`config.mk`:
```
export PLATFORM = sky130hd
export DESIGN_NAME = lsu_axil_master_flat
export DESIGN_NICKNAME = d
export VERILOG_FILES = /design/src/rtl/lsu_axil_pkg.sv /design/src/rtl/axi_lite_if.sv /design/src/rtl/lsu_load_align.sv /design/src/rtl/lsu_axil_master.sv /design/src/flat_wrapper.sv
export SDC_FILE = /design/constraint.sdc
export NUM_CORES = 1
export LEC_CHECK = 0
export CAP_MARGIN = 20
export CORE_MARGIN = 8
export CORE_UTILIZATION = 45
export DETAILED_ROUTE_END_ITERATION = 8
export GPL_TIMING_DRIVEN = 0
export PLACE_DENSITY_LB_ADDON = 0.08
export RECOVER_POWER = 50
export SYNTH_ARGS = -nofsm -noshare
export SYNTH_HDL_FRONTEND = slang
export SYNTH_HIERARCHICAL = 1
export SYNTH_SLANG_ARGS = --single-unit
```
`constraint.sdc`:
```
create_clock -name clk -period 4.55 [get_ports clk]
set_clock_uncertainty 0.2 [all_clocks]
set_input_delay 1.365 -clock clk [delete_from_list [all_inputs] [get_ports clk]]
set_output_delay 1.365 -clock clk [all_outputs]
set_load 0.005 [all_outputs]
```
`src/rtl/lsu_axil_pkg.sv`:
```
// Shared types and helpers for the LSU AXI4-Lite master and its load-alignment datapath.
package lsu_axil_pkg;

  typedef enum logic [2:0] {
    ST_IDLE    = 3'd0,
    ST_RD_ADDR = 3'd1,
    ST_RD_DATA = 3'd2,
    ST_WR      = 3'd3,
    ST_WR_RESP = 3'd4,
    ST_RESP    = 3'd5
  } lsu_state_t;

  typedef enum logic [1:0] {
    SZ_B = 2'd0,
    SZ_H = 2'd1,
    SZ_W = 2'd2
  } lsu_size_t;

  localparam logic [1:0] AXI_RESP_OKAY = 2'b00;

  function automatic logic [3:0] gen_wstrb(input logic [1:0] size, input logic [1:0] off);
    logic [3:0] strb;
    case (size)
      SZ_B:    strb = 4'b0001 << off;
      SZ_H:    strb = 4'b0011 << off;
      SZ_W:    strb = 4'b1111;
      default: strb = 4'b0000;
    endcase
    return strb;
  endfunction

  // An illegal size is reported as not issuable, the same as a misaligned access.
  function automatic logic is_misaligned(input logic [1:0] size, input logic [1:0] off);
    logic bad;
    case (size)
      SZ_B:    bad = 1'b0;
      SZ_H:    bad = off[0];
      SZ_W:    bad = (off != 2'b00);
      default: bad = 1'b1;
    endcase
    return bad;
  endfunction

endpackage

```
`src/rtl/axi_lite_if.sv`:
```
// AXI4-Lite channel bundle shared by the LSU master, the crossbar and the slaves.
interface axi_lite_if #(
  parameter int ADDR_W = 32,
  parameter int DATA_W = 32
);
  logic [ADDR_W-1:0]   awaddr;
  logic                awvalid;
  logic                awready;
  logic [DATA_W-1:0]   wdata;
  logic [DATA_W/8-1:0] wstrb;
  logic                wvalid;
  logic                wready;
  logic [1:0]          bresp;
  logic                bvalid;
  logic                bready;
  logic [ADDR_W-1:0]   araddr;
  logic                arvalid;
  logic                arready;
  logic [DATA_W-1:0]   rdata;
  logic [1:0]          rresp;
  logic                rvalid;
  logic                rready;

  modport master (
    output awaddr, awvalid, wdata, wstrb, wvalid, bready, araddr, arvalid, rready,
    input  awready, wready, bresp, bvalid, arready, rdata, rresp, rvalid
  );

  modport slave (
    input  awaddr, awvalid, wdata, wstrb, wvalid, bready, araddr, arvalid, rready,
    output awready, wready, bresp, bvalid, arready, rdata, rresp, rvalid
  );
endinterface

```
`src/rtl/lsu_load_align.sv`:
```
// Extracts the addressed byte/half from a bus word and sign- or zero-extends it.
module lsu_load_align
  import lsu_axil_pkg::*;
(
  input  logic [31:0] rdata,
  input  logic [1:0]  addr_lo,
  input  logic [1:0]  size,
  input  logic        is_unsigned,
  output logic [31:0] data_o
);

  logic [31:0] shifted_s;

  // Right-justify the addressed lane, then extend it to a full word.
  always_comb begin
    shifted_s = rdata >> {addr_lo, 3'b000};
    case (size)
      SZ_B: data_o = is_unsigned ? {24'h000000, shifted_s[7:0]}
                                 : {{24{shifted_s[7]}}, shifted_s[7:0]};
      SZ_H: data_o = is_unsigned ? {16'h0000, shifted_s[15:0]}
                                 : {{16{shifted_s[15]}}, shifted_s[15:0]};
      SZ_W: data_o = shifted_s;
      default: data_o = 32'h0000_0000;
    endcase
  end

endmodule

```
`src/rtl/lsu_axil_master.sv`:
```
// Single-outstanding AXI4-Lite initiator for LSU loads/stores with sizing,
// strobe generation, load extension and local rejection of misaligned accesses.
module lsu_axil_master
  import lsu_axil_pkg::*;
#(
  parameter int ADDR_W = 32,
  parameter int DATA_W = 32
) (
  input  logic              clk,
  input  logic              reset,
  input  logic              req_valid,
  output logic              req_ready,
  input  logic              req_we,
  input  logic [ADDR_W-1:0] req_addr,
  input  logic [DATA_W-1:0] req_wdata,
  input  logic [1:0]        req_size,
  input  logic              req_unsigned,
  output logic              resp_valid,
  output logic [DATA_W-1:0] resp_rdata,
  output logic              resp_err,
  axi_lite_if.master        m
);

  lsu_state_t        state_q, state_d;
  logic [ADDR_W-1:0] addr_q, addr_d;
  logic [DATA_W-1:0] wdata_q, wdata_d;
  logic [3:0]        wstrb_q, wstrb_d;
  logic [1:0]        size_q, size_d;
  logic              unsigned_q, unsigned_d;
  logic              aw_done_q, aw_done_d;
  logic              w_done_q, w_done_d;
  logic [DATA_W-1:0] rdata_q, rdata_d;
  logic              err_q, err_d;
  logic [DATA_W-1:0] load_data_s;

  lsu_load_align u_align (
    .rdata       (m.rdata),
    .addr_lo     (addr_q[1:0]),
    .size        (size_q),
    .is_unsigned (unsigned_q),
    .data_o      (load_data_s)
  );

  // Next-state and datapath updates for the transaction sequencer.
  always_comb begin
    state_d    = state_q;
    addr_d     = addr_q;
    wdata_d    = wdata_q;
    wstrb_d    = wstrb_q;
    size_d     = size_q;
    unsigned_d = unsigned_q;
    aw_done_d  = aw_done_q;
    w_done_d   = w_done_q;
    rdata_d    = rdata_q;
    err_d      = err_q;
    case (state_q)
      ST_IDLE: begin
        if (req_valid) begin
          addr_d     = req_addr;
          size_d     = req_size;
          unsigned_d = req_unsigned;
          wdata_d    = req_wdata << {req_addr[1:0], 3'b000};
          wstrb_d    = gen_wstrb(req_size, req_addr[1:0]);
          aw_done_d  = 1'b0;
          w_done_d   = 1'b0;
          rdata_d    = '0;
          if (is_misaligned(req_size, req_addr[1:0])) begin
            err_d   = 1'b1;
            state_d = ST_RESP;
          end else begin
            err_d   = 1'b0;
            state_d = req_we ? ST_WR : ST_RD_ADDR;
          end
        end else begin
          state_d = ST_IDLE;
        end
      end
      ST_RD_ADDR: begin
        if (m.arready) begin
          state_d = ST_RD_DATA;
        end else begin
          state_d = ST_RD_ADDR;
        end
      end
      ST_RD_DATA: begin
        if (m.rvalid) begin
          rdata_d = (m.rresp == AXI_RESP_OKAY) ? load_data_s : '0;
          err_d   = (m.rresp != AXI_RESP_OKAY);
          state_d = ST_RESP;
        end else begin
          state_d = ST_RD_DATA;
        end
      end
      // aw and w complete independently; a handshake only counts while its valid is up.
      ST_WR: begin
        aw_done_d = aw_done_q | m.awready;
        w_done_d  = w_done_q | m.wready;
        if (aw_done_d && w_done_d) begin
          state_d = ST_WR_RESP;
        end else begin
          state_d = ST_WR;
        end
      end
      ST_WR_RESP: begin
        if (m.bvalid) begin
          err_d   = (m.bresp != AXI_RESP_OKAY);
          state_d = ST_RESP;
        end else begin
          state_d = ST_WR_RESP;
        end
      end
      ST_RESP: begin
        rdata_d = '0;
        err_d   = 1'b0;
        state_d = ST_IDLE;
      end
      default: state_d = ST_IDLE;
    endcase
  end

  // State and request registers with synchronous reset.
  always_ff @(posedge clk) begin
    if (reset) begin
      state_q    <= ST_IDLE;
      addr_q     <= '0;
      wdata_q    <= '0;
      wstrb_q    <= 4'b0000;
      size_q     <= 2'b00;
      unsigned_q <= 1'b0;
      aw_done_q  <= 1'b0;
      w_done_q   <= 1'b0;
      rdata_q    <= '0;
      err_q      <= 1'b0;
    end else begin
      state_q    <= state_d;
      addr_q     <= addr_d;
      wdata_q    <= wdata_d;
      wstrb_q    <= wstrb_d;
      size_q     <= size_d;
      unsigned_q <= unsigned_d;
      aw_done_q  <= aw_done_d;
      w_done_q   <= w_done_d;
      rdata_q    <= rdata_d;
      err_q      <= err_d;
    end
  end

  assign req_ready  = (state_q == ST_IDLE);
  assign resp_valid = (state_q == ST_RESP);
  assign resp_rdata = rdata_q;
  assign resp_err   = err_q;

  assign m.araddr  = addr_q;
  assign m.arvalid = (state_q == ST_RD_ADDR);
  assign m.rready  = (state_q == ST_RD_DATA);
  assign m.awaddr  = addr_q;
  assign m.awvalid = (state_q == ST_WR) && !aw_done_q;
  assign m.wdata   = wdata_q;
  assign m.wstrb   = wstrb_q;
  assign m.wvalid  = (state_q == ST_WR) && !w_done_q;
  assign m.bready  = (state_q == ST_WR_RESP);

endmodule

```
`src/flat_wrapper.sv`:
```
// flat-port wrapper written by rule: the top's interface ports become plain ports
module lsu_axil_master_flat import lsu_axil_pkg::*;
#(
  parameter int ADDR_W = 32,
  parameter int DATA_W = 32
)
  (clk, reset, req_valid, req_ready, req_we, req_addr, req_wdata, req_size, req_unsigned, resp_valid, resp_rdata, resp_err, m_awaddr, m_awvalid, m_wdata, m_wstrb, m_wvalid, m_bready, m_araddr, m_arvalid, m_rready, m_awready, m_wready, m_bresp, m_bvalid, m_arready, m_rdata, m_rresp, m_rvalid);
  axi_lite_if #(.ADDR_W(ADDR_W), .DATA_W(DATA_W)) m_i ();
  input  logic clk;
  input  logic reset;
  input  logic req_valid;
  output logic req_ready;
  input  logic req_we;
  input  logic [ADDR_W-1:0] req_addr;
  input  logic [DATA_W-1:0] req_wdata;
  input  logic [1:0] req_size;
  input  logic req_unsigned;
  output logic resp_valid;
  output logic [DATA_W-1:0] resp_rdata;
  output logic resp_err;
  output wire logic [$bits(m_i.awaddr)-1:0] m_awaddr;
  output wire logic [$bits(m_i.awvalid)-1:0] m_awvalid;
  output wire logic [$bits(m_i.wdata)-1:0] m_wdata;
  output wire logic [$bits(m_i.wstrb)-1:0] m_wstrb;
  output wire logic [$bits(m_i.wvalid)-1:0] m_wvalid;
  output wire logic [$bits(m_i.bready)-1:0] m_bready;
  output wire logic [$bits(m_i.araddr)-1:0] m_araddr;
  output wire logic [$bits(m_i.arvalid)-1:0] m_arvalid;
  output wire logic [$bits(m_i.rready)-1:0] m_rready;
  input wire logic [$bits(m_i.awready)-1:0] m_awready;
  input wire logic [$bits(m_i.wready)-1:0] m_wready;
  input wire logic [$bits(m_i.bresp)-1:0] m_bresp;
  input wire logic [$bits(m_i.bvalid)-1:0] m_bvalid;
  input wire logic [$bits(m_i.arready)-1:0] m_arready;
  input wire logic [$bits(m_i.rdata)-1:0] m_rdata;
  input wire logic [$bits(m_i.rresp)-1:0] m_rresp;
  input wire logic [$bits(m_i.rvalid)-1:0] m_rvalid;
  assign m_awaddr = m_i.awaddr;
  assign m_awvalid = m_i.awvalid;
  assign m_wdata = m_i.wdata;
  assign m_wstrb = m_i.wstrb;
  assign m_wvalid = m_i.wvalid;
  assign m_bready = m_i.bready;
  assign m_araddr = m_i.araddr;
  assign m_arvalid = m_i.arvalid;
  assign m_rready = m_i.rready;
  assign m_i.awready = m_awready;
  assign m_i.wready = m_wready;
  assign m_i.bresp = m_bresp;
  assign m_i.bvalid = m_bvalid;
  assign m_i.arready = m_arready;
  assign m_i.rdata = m_rdata;
  assign m_i.rresp = m_rresp;
  assign m_i.rvalid = m_rvalid;
  lsu_axil_master #(.ADDR_W(ADDR_W), .DATA_W(DATA_W)) u_core (.clk(clk), .reset(reset), .req_valid(req_valid), .req_ready(req_ready), .req_we(req_we), .req_addr(req_addr), .req_wdata(req_wdata), .req_size(req_size), .req_unsigned(req_unsigned), .resp_valid(resp_valid), .resp_rdata(resp_rdata), .resp_err(resp_err), .m(m_i));
endmodule
```
Word level (Yosys, flattened, before mapping):

Index checks and enable logic that the tools add are counted.

* logic and storage cells: 74
* bits in registers: 109

* shift-type cells: 4
* multiplexer cells: 27
* reduce and logical (&&, ||, !) cells: 19
* equal/unequal tests: 12
* bitwise logic cells: 2

Operators by type and width (number)
* $pmux W32 S3: 2
* $mux W32: 5
* $shl A32 B5 Y32: 1
* $shr A32 B5 Y32: 1
* $pmux W3 S5: 1
* $mux W3: 4
* $pmux W4 S3: 1
* $mux W1: 8
* $reduce_bool A2 Y1: 4
* $eq A3 B2 Y1 const B: 2
* $eq A3 B3 Y1 const B: 2
* $logic_not A2 Y1: 3
* $eq A2 B1 Y1 const B: 2
* $eq A2 B2 Y1 const B: 2
* $mux W2: 2
* $ne A2 B1 Y1 const B: 2
* $pmux W1 S2: 2
* $pmux W1 S4: 1
* $reduce_and A2 Y1: 2
* $reduce_and A4 Y1: 1
* $reduce_bool A4 Y1: 1
* $shl A1 B2 Y4 const A: 1
* $shl A2 B2 Y4 const A: 1
* $eq A3 B1 Y1 const B: 1
* 8 further kinds: 12

Longest topological paths before layout:

* depth after elaboration: 7
* depth in mapped cells: 8
* gate-level depth less buffers: 6

Cells and area by module:

Netlist, hierarchy kept.

By module, submodules not included
* lsu_axil_master: area each 4749.6 sq um, cells each 601, seq. area each 2182.1 sq um, times used 1
* lsu_load_align: area each 792.0 sq um, cells each 114, seq. area each 0.0 sq um, times used 1

Worst setup path before layout:

No wires, ideal clock.

* kind: input -> register
* start: in req_valid
* end: reg u_core.wdata_q[13], in the netlist u_core/m.wdata[13]
* slack: 1.906 ns
* stages: 6
* library setup time: 0.065 ns
* data required time: 4.285 ns
* data arrival time: 2.379 ns
* cells stage by stage: or4b_1 > buf_2 > buf_2 > nor3_1 > a21oi_1 > nor2_1

* word-level cells in the longest chain between the ends: 1

RTL lines
* from (decl): line flat_wrapper.sv:11 `input logic req_valid;`
* $reduce_and A2 Y1 (no source line)
* to (signal assigned): line lsu_axil_master.sv:137 `wdata_q <= wdata_d;`
* to (decl): line lsu_axil_master.sv:26 `logic [DATA_W-1:0] wdata_q, wdata_d;`

Every way passes these cells.
A chain may end at the register's enable or synchronous reset.

Worst setup path in the final report:

* start: reg u_core.state_q[0]
* end: out m_awvalid

* word-level cells in the longest chain between the ends: 2

RTL lines
* from (decl): line lsu_axil_master.sv:24 `lsu_state_t state_q, state_d;`
* from (signal assigned): line lsu_axil_master.sv:135 `state_q <= state_d;`
* $eq A3 B2 Y1: line lsu_axil_master.sv:157 `assign m.awvalid = (state_q == ST_WR) && !aw_done_q;`
* $logic_and A1 B1 Y1: line lsu_axil_master.sv:157
* to (decl): line flat_wrapper.sv:22 `output wire logic [$bits(m_i.awvalid)-1:0] m_awvalid;`

Every way passes these cells.

==> out/qor.csv <==
metric;value;unit
number of buffers and inverters on the critical path;3;
diode count;0;
library cells used by synthesis;49;
run status;complete, no violations;
number of remaining DRC errors;0;
Root Buffer;sky130_fd_sc_hd__clkbuf_16;
type of the worst setup path;reg -> out;
arrival time at the worst endpoint;2.02;ns
share of the synthesized netlist area taken by xor and xnor gates;0.316;%
worst stage delay on the critical path;0.52;ns
master of the slowest instance on the critical path;sky130_fd_sc_hd__clkdlybuf4s50_1;
y dimension of the die;127;um
Post-CTS Resized;0;
worst min path class;reg -> reg;
TritonCTS clock tree;built;
worst voltage drop across the vdd grid;0.000229;V
Sink Count;109;
area of the core region;12000;sq um
DIE AREA;16100;sq um
flip-flop cell with the highest count after synthesis;sky130_fd_sc_hd__dfxtp_1;
largest net degree at the start of global routing;18;
die width;127;um
# setup viols final;0;
nets in the synthesized netlist;827;
clk_lat worst skew;0.35;ns
hold slack;0.246;ns
num rows;40;
final critical delay including setup and external delays;3.58;ns
number of endpoints with negative hold slack in the final report;0;
overall routed net length;19700;um
layout cell share with drive strength beyond 1;10.2;%
reported leakage power;3.52;nW
gr ovfl total;0;
total of hold buffers inserted after clock tree synthesis;0;
total count of max-transition violations in the final report;0;
register bit total from synthesis;109;
last weighted congestion value of the routability-driven placer;0.920;
router iterations before antenna repair;5;
Ys Warns;6;
initial standard-cell utilization of the core;46.1;%
post-layout utilization of the core;71.2;%
power per cell area;347;nW/um^2
Post-Syn Instances;715;
sequential area share after synthesis;39.4;%
filler cell count in the final layout;1043;
post-synthesis cell area;5540;sq um
headroom to the max-slew limit;52.3;%
final net count;1089;
number of enable-type register cells in the synthesized netlist;0;
vias in the first global route;5875;
area growth from synthesis to final layout;54.2;%
drt via density;5.27;
pre-CTS worst setup slack;0.978;ns
routed length per placed instance;17.4;um
first-pass GRT wire length;30600;um
transition time at the pin with the least slew margin;0.710;ns
clock-pin slew of the registers on the worst-case setup and hold paths;0.07;ns
setup repair after global routing missed its margin;no;
total number of vias;5954;
adder and majority gate portion of the synthesized area;0;%
share of the clock period used by the worst path;78.8;%
Setup TNS Final;0;ns
list of cells traversed by the critical path;buf_2 > buf_1 > nand3_1 > nor2_1 > clkdlybuf4s50_1;
post-CTS setup repair buffer count;0;
overall track demand over capacity in global routing;23.7;%
top fanout value on the critical path;10;
highest achievable clock rate;279;MHz
CP endpoint kind;output pin;
placed wire-length estimate;15500;um
main combinational cell family by area after synthesis;simple AND/OR/NAND/NOR gates;
Post-Synth Simple-Gate Area;22.0;%
Overall Power;2.96;mW
total I/O pin count;252;
number of buffers on the longest clock path;2;
post-detailed-route count of antenna-violating nets;0;
share of the synthesized area in compound gates (AO/OA/AOI/OAI);20.2;%
DRT iter0 DRCs;527;
Largest delay share family, worst path;buffers and inverters;
Async S/R FF share, synth;0;%
count of port buffers added during placement;251;
crit path setup slack, layout;0.967;ns
endpoint required time on the critical path;2.98;ns
type of element launching the critical path;flop;
Synth Area per Inst;7.75;sq um
number of buffers created by CTS;9;
H-tree level count;3;
mux cell area share after synthesis;8.17;%
max-cap viol count;0;
initial antenna violation count;0;
## tightest hold or removal path, cell delays in order, from the launching register on
cell	delay [ns]
sky130_fd_sc_hd__dfxtp_1	0.31
sky130_fd_sc_hd__nand2_1	0.05
sky130_fd_sc_hd__a21oi_1	0.05
## cells by family (layout without fill, tap and decap cells)
logic type / Yosys count / count (layout)
buffers and inverters: 99 / 366
and+or+nand+nor: 276 / 276
muxes: 43 / 43
DFF: 109 / 109
AOI/OAI and AO/OA: 186 / 186
xor gates and xnor gates: 2 / 2
## state kept, by name, indices dropped and copies added, names as in the netlist
| signal | cells |
|---|---|
| u_core/aw_done_q | 1 |
| u_core/resp_rdata | 32 |
| u_core/state_q | 3 |
| u_core/w_done_q | 1 |
| u_core/m.wstrb | 4 |
| u_core/size_q | 2 |
| u_core/resp_err | 1 |
| u_core/m.wdata | 32 |
| u_core/m.araddr | 32 |
| u_core/unsigned_q | 1 |
## metrics by stage
stage / instances / area, sq um
2_1_floorplan: 715 / 5540
3_3_place_gp: 1113 / 8240
3_5_place_dp: 1113 / 8240
4_1_cts: 1129 / 8550
5_1_grt: 1129 / 8550
6_report: 1129 / 8550
## placed cells by master (no fill, tap or decap), types with 12 or more instances in the layout
master,n
sky130_fd_sc_hd__clkdlybuf4s50_1,128
sky130_fd_sc_hd__nand2_1,148
sky130_fd_sc_hd__nand3_1,42
sky130_fd_sc_hd__a21oi_1,114
sky130_fd_sc_hd__buf_2,25
sky130_fd_sc_hd__buf_4,35
sky130_fd_sc_hd__dlygate4sd3_1,123
sky130_fd_sc_hd__dfxtp_1,109
sky130_fd_sc_hd__a211oi_1,24
sky130_fd_sc_hd__nor3_1,12
sky130_fd_sc_hd__nor2_1,44
sky130_fd_sc_hd__clkbuf_1,25
sky130_fd_sc_hd__mux2i_1,34
## path summary, 6_finish.rpt
path                                       from                            endpoint  slack (ns)  cells after the start
max reg2reg        u_core/state_q[2]$_SDFF_PP0_     u_core/m.wdata[30]$_SDFFE_PP0N_        2.29                      6
min reg2reg  u_core/resp_rdata[30]$_SDFFE_PP0P_  u_core/resp_rdata[30]$_SDFFE_PP0P_        0.25                      2
max                u_core/state_q[0]$_SDFF_PP0_                           m_awvalid        0.97                      5
min          u_core/resp_rdata[30]$_SDFFE_PP0P_  u_core/resp_rdata[30]$_SDFFE_PP0P_        0.25                      2
## power by group
| group | internal (mW) | switching [mW] |
|---|---|---|
| logic | 0.507 | 0.546 |
| registers | 1.04 | 0.0582 |
| clock network | 0.458 | 0.352 |
## layer usage
| layer | share of wire [%] | up-vias | track usage (%) | wire length (um) |
|---|---|---|---|---|
| met5 | 0 | - | 0 | 0 |
| met4 | 2.6 | 0 | 9.10 | 515 |
| met3 | 9.8 | 28 | 9.57 | 1930 |
| met2 | 48 | 225 | 39.7 | 9430 |
| met1 | 40 | 2740 | 26.5 | 7810 |
| li1 | - | 2961 | - | - |
## cell usage after synthesis (6+ instances only)
cell type / number / share of area [%]
sky130_fd_sc_hd__nand2_1: 148 / 10
sky130_fd_sc_hd__a21oi_1: 114 / 10
sky130_fd_sc_hd__dfxtp_1: 109 / 39
sky130_fd_sc_hd__nor2_1: 44 / 3.0
sky130_fd_sc_hd__nand3_1: 42 / 3.8
sky130_fd_sc_hd__buf_4: 35 / 4.7
sky130_fd_sc_hd__mux2i_1: 34 / 6.1
sky130_fd_sc_hd__buf_2: 26 / 2.3
sky130_fd_sc_hd__a211oi_1: 24 / 3.3
sky130_fd_sc_hd__clkbuf_1: 24 / 1.6
sky130_fd_sc_hd__nor3_1: 12 / 1.1
sky130_fd_sc_hd__nor2b_1: 11 / 1.2
sky130_fd_sc_hd__o211ai_1: 11 / 1.5
sky130_fd_sc_hd__o21ai_0: 11 / 0.99
sky130_fd_sc_hd__mux2_2: 8 / 1.6
sky130_fd_sc_hd__o31ai_1: 7 / 0.95
sky130_fd_sc_hd__buf_1: 6 / 0.41
sky130_fd_sc_hd__inv_1: 6 / 0.41
## layout make-up
class                           instances  area (sq um)  area share, %
Multi-Input combinational cell        507          2810           32.9
Timing Repair Buffer                  251          2510           29.4
Sequential cell                       109          2180           25.5
Buffer                                 93           527           6.16
Clock buffer                           11           253           2.96
Tap cell                              147           184           2.15
Clock inverter                          5          57.6          0.673
Inverter                                6          22.5          0.264
Power figures use the tool's default switching activity.
